## config.mk

```make
export PLATFORM = sky130hd
export DESIGN_NAME = sched_flag_table
export DESIGN_NICKNAME = d
export VERILOG_FILES = /design/src/rtl/sched_flag_table.sv
export SDC_FILE = /design/constraint.sdc
export NUM_CORES = 1
export LEC_CHECK = 0
export BUFFER_PORTS_ARGS = -buffer_cell sky130_fd_sc_hd__buf_2
export CORE_MARGIN = 10
export CORE_UTILIZATION = 55
export CTS_BUF_LIST = sky130_fd_sc_hd__clkbuf_2 sky130_fd_sc_hd__clkbuf_4 sky130_fd_sc_hd__clkbuf_8
export DETAILED_ROUTE_END_ITERATION = 8
export PLACE_DENSITY = 0.71
export SLEW_MARGIN = 25
export SYNTH_ARGS = -nofsm -noshare
export SYNTH_HDL_FRONTEND = slang
export SYNTH_SLANG_ARGS = --single-unit
```

## constraint.sdc

```tcl
create_clock -name clk -period 1.8 [get_ports clk]
set_input_delay 0.36 -clock clk [delete_from_list [all_inputs] [get_ports clk]]
set_output_delay 0.36 -clock clk [all_outputs]
set_load 0.01 [all_outputs]
```

## src/rtl/sched_flag_table.sv

```systemverilog
// Per-flow {flag, ts} store with a two-stage read-modify-write command path
// and a round-robin scan that presents set flows to the downstream scheduler.

module sched_flag_entry #(
  parameter int TS_W = 8
) (
  input  logic            clk,
  input  logic            rst_n,
  input  logic            upd,
  input  logic [1:0]      op,
  input  logic [TS_W-1:0] cmd_ts,
  output logic            flag,
  output logic [TS_W-1:0] ts
);
  always_ff @(posedge clk or negedge rst_n) begin
    if (!rst_n) begin
      flag <= 1'b0;
      ts   <= '0;
    end else if (upd) begin
      case (op)
        2'd1: begin
          flag <= 1'b1;
          ts   <= ts + TS_W'(1);
        end
        // A clear older than the stored timestamp lost a race with a SET.
        2'd2: if (!(cmd_ts < ts)) flag <= 1'b0;
        default: ;
      endcase
    end
  end
endmodule

module sched_flag_table #(
  parameter int NUM_FLOWS = 16,
  parameter int FLOWID_W  = $clog2(NUM_FLOWS),
  parameter int TS_W      = 8
) (
  input  logic                clk,
  input  logic                rst_n,
  input  logic                cmd_val,
  input  logic [FLOWID_W-1:0] cmd_flowid,
  input  logic [1:0]          cmd_op,
  input  logic [TS_W-1:0]     cmd_ts,
  output logic                cmd_rdy,
  output logic                sched_val,
  output logic [FLOWID_W-1:0] sched_flowid,
  output logic [TS_W-1:0]     sched_ts,
  input  logic                sched_rdy
);
  typedef enum logic {SCAN, PRESENT} state_t;

  state_t                           state;
  logic [FLOWID_W-1:0]              scan_ptr;
  logic                             s1_val;
  logic [FLOWID_W-1:0]              s1_flowid;
  logic [1:0]                       s1_op;
  logic [TS_W-1:0]                  s1_ts;
  logic [NUM_FLOWS-1:0]             flag_q;
  logic [NUM_FLOWS-1:0][TS_W-1:0]   ts_q;

  // S0: register the accepted command; the path never stalls.
  always_ff @(posedge clk or negedge rst_n) begin
    if (!rst_n) begin
      cmd_rdy   <= 1'b0;
      s1_val    <= 1'b0;
      s1_flowid <= '0;
      s1_op     <= 2'd0;
      s1_ts     <= '0;
    end else begin
      cmd_rdy <= 1'b1;
      s1_val  <= cmd_val && cmd_rdy;
      if (cmd_val && cmd_rdy) begin
        s1_flowid <= cmd_flowid;
        s1_op     <= cmd_op;
        s1_ts     <= cmd_ts;
      end
    end
  end

  // S1: each entry applies the update when addressed; write lands at the edge.
  for (genvar e = 0; e < NUM_FLOWS; e++) begin : g_ent
    sched_flag_entry #(.TS_W(TS_W)) u_ent (
      .clk    (clk),
      .rst_n  (rst_n),
      .upd    (s1_val && (s1_flowid == FLOWID_W'(e))),
      .op     (s1_op),
      .cmd_ts (s1_ts),
      .flag   (flag_q[e]),
      .ts     (ts_q[e])
    );
  end

  // Scan reads registered table contents, so a same-cycle write is not seen.
  always_ff @(posedge clk or negedge rst_n) begin
    if (!rst_n) begin
      state        <= SCAN;
      scan_ptr     <= '0;
      sched_val    <= 1'b0;
      sched_flowid <= '0;
      sched_ts     <= '0;
    end else begin
      case (state)
        SCAN: begin
          if (flag_q[scan_ptr]) begin
            sched_flowid <= scan_ptr;
            sched_ts     <= ts_q[scan_ptr];
            sched_val    <= 1'b1;
            state        <= PRESENT;
          end else begin
            scan_ptr <= scan_ptr + FLOWID_W'(1);
          end
        end
        PRESENT: begin
          if (sched_rdy) begin
            sched_val <= 1'b0;
            scan_ptr  <= sched_flowid + FLOWID_W'(1);
            state     <= SCAN;
          end
        end
        default: state <= SCAN;
      endcase
    end
  end
endmodule

```

==> flow_summary.ini <==
[placed_design]
preCtsSetupSlack_ns = -0.2728
place_area_mm2 = 0.01327
gp_congestion = 0.9457
dpl.hpwl_um = 24480
io_buffers = 31

[sta]
slew_viol_final = 0
setup-violations-final = 45
worstMarginPinSlew_ns = 0.6306
finalHoldViolations = 0
setup_slack_ns = -0.2060
min_period_over_period_pct = 111.4
timing.hold.ws_ns = 0.09788
fmax_ghz = 0.4985
max_slew_margin_pct = 57.87
rsz0062_at_grt = yes
fin_crit_ns = 2.006
finClkSkew_ns = 0.01941
fin_tns_setup_ns = -3.998

[finish]
final_cell_mix = 172 x dfrtp_1, 134 x inv_1, 131 x buf_4
area_growth_pct = 28.76
utilization_pct = 71.65
insertedDiodeCount = 0
layout-drive-gt1-share_pct = 33.00
mostFrequentLayoutCell = dfrtp_1
postLayoutCellArea_mm2 = 0.01501
nNetsFinal = 1449

[flow_run]
cap_violations = 0

[worst_setup_path]
worstSetupPathType = register to register
start_kind = register
reg2reg_slack_ns = -0.21
cp-end-kind = register
r2r_start = scan_ptr[0]
startpoint = scan_ptr[0]
cp.arrival_ns = 2.37
cp.required_ns = 2.17
r2r_cells = 5
r2r-end = sched_ts[6]
worst-path-max-fanout = 8

[global_route]
grt_usage_pct = 24.43
grt_max_degree = 48
grt-ovfl-total = 0
grt_pass1_vias = 9746
grt_pass1_wl_um = 53850
antenna_found_initial = 0

[clock_network]
root_buffer = clkbuf_8
cts_buffer_depth = 2
worstSkewPairLatency_ns = 0.49
cts.clk_slew.worst_paths_ns = 0.11
cts_made_buffers = 17
h-tree-depth = 4
clock_sinks = 178
cts_tree = done

[yosys]
synth_edf_count = 0
synth_area_mm2 = 0.01166
avgSynthCellArea_um2 = 10.69
yosysTopAreaCell = dfrtp_1
yosys.area.top_type_share_pct = 38.20
ys.flop_type = dfrtp_1
synth-seq-cells = 178
syn_nets = 1238
synthArstFlopShare_pct = 100.0
synth_cells = 1091
yosys-top-cells-area = dfrtp_1 38%, ha_1 14%, xnor2_1 7.3%
ys_warn_count = 0
ys_seq_area_share_pct = 38.20
yosysUniqueCellTypes = 54

[floorplanning]
io_pins = 32
rows = 53
start_util_pct = 55.65
die_y_um = 165.6
die_area_mm2 = 0.02743
die-width_um = 165.6
core_area_mm2 = 0.02096

[power]
p_per_area_mw_per_mm2 = 992.1
power_leakage_nw = 6.576
vdd_drop_max_uv = 692.7

[min_path]
min_path_cells = 2
hold_end = s1_flowid[3]
holdCritStartpoint = cmd_flowid[3]
hold_path_class = primary input to register

[drt]
drtPass1Iterations = 5
drt_iter0_drc = 1013
detail_route.wirelength_um = 36050
drc_errors = 0
wl_per_cell_um = 22.67
ant_nets = 0
via_per_inst = 6.159
vias = 9793

[status]
outcome = finished, violations left
violations = negative setup slack
==> through the flow <==
step | total power [mW] | instances
CTS | 14.32 | 1575
floorplan | 8.511 | 1091
global placement | 10.33 | 1517
detailed placement | 10.50 | 1517
finish | 14.90 | 1590
global route | 15.55 | 1590
==> cells by family (layout without fill, tap and decap cells) <==
logic type               count (synthesis)  in the layout  share of synthesized area [%]
multiplexers                            69             69                          10.47
AND/OR/NAND/NOR                        302            302                          15.25
other                                    1              1                        0.03216
flip-flops                             178            178                          38.20
adder cells (fa/ha/maj)                129            129                          13.84
buffers and inverters                  159            383                          6.126
AO/OA/AOI/OAI                          139            139                          7.522
XOR/XNOR                               114            114                          8.562
==> Yosys cell counts (3+ instances only) <==
cell and instances:
nand2b_1 24, buf_2 3, clkbuf_8 5, mux4_1 9
and3_1 15, o21ai_0 43, dfrtp_1 178, a211oi_1 12
xor2_1 17, o211ai_1 9, mux2i_1 5, nor3_2 6
mux2_2 21, nor2_1 26, and4_1 3, inv_1 135
ha_1 129, mux2_4 9, nor3_4 9, a21o_1 13
or3b_2 4, a21oi_1 30, mux4_2 25, buf_6 6
o21a_1 5, o311ai_0 4, nand3_1 8, or4b_2 6
nor2b_1 8, o221ai_1 3, a22oi_1 16, clkbuf_1 6
nand2_1 70, nand4_1 78, xnor2_1 97, nor3_1 33
==> routing by layer <==
| layer | wire length, um | part of all wire, % | global-route usage, % |
|---|---|---|---|
| met5 | 0 | 0 | 0 |
| met4 | 1630 | 4.5 | 10.25 |
| met3 | 2911 | 8.1 | 6.200 |
| met2 | 16790 | 47 | 38.14 |
| met1 | 14710 | 41 | 31.61 |
==> area by class of cell <==
type	instances	area, um^2
multi-input cells	754	7258
flip-flops and latches	178	4469
well taps	275	344.1
clock buffers	18	247.7
repair buffers	216	1973
clock inverters	14	215.2
fillers	1456	5941
inverters	135	506.7
==> repair_timing <==
action                                  4_1_cts  5_1_grt
buffers inserted                             28       17
hold buffers                                  1        0
endpoints found under the setup margin       42       77
pin swaps                                    37       64
gates resized for setup                      79       98
gates cloned                                  0        2
endpoints found under the hold margin        42        0
==> registers in the layout, indices dropped and copies added (netlist names), 2 cells and up <==
signal and flops:
g_ent.u_ent.ts 128, g_ent.u_ent.flag 16, s1_ts 8, sched_ts 8, s1_flowid 4, scan_ptr 4, sched_flowid 4, s1_op 2
==> power breakdown <==
group	internal, mW	leakage [nW]	switching [mW]
Combinational	3.36	3.96	3.16
Sequential	4.50	2.38	0.603
Clock	1.61	0.235	1.67
Total	9.47	6.58	5.43
==> worst max-delay path by stage <==
stage / slack [ns] / end / depth (start not counted)
6_report: -0.21 / sched_ts[6] / 5
5_1_grt: -0.24 / sched_ts[0] / 7
4_1_cts: -0.18 / sched_ts[0] / 6
3_5_place_dp: -0.27 / sched_ts[2] / 5
3_3_place_gp: -0.22 / sched_ts[2] / 5
2_1_floorplan: -0.08 / sched_ts[4] / 7
==> critical path, stage by stage (launching register included) <==
cell and delay (ns):
dfrtp_2 0.50, buf_8 0.18, mux4_1 0.64, a22oi_2 0.23, nand2_1 0.07, mux2_4 0.26
No activity file was read; power rests on OpenSTA's default activity.
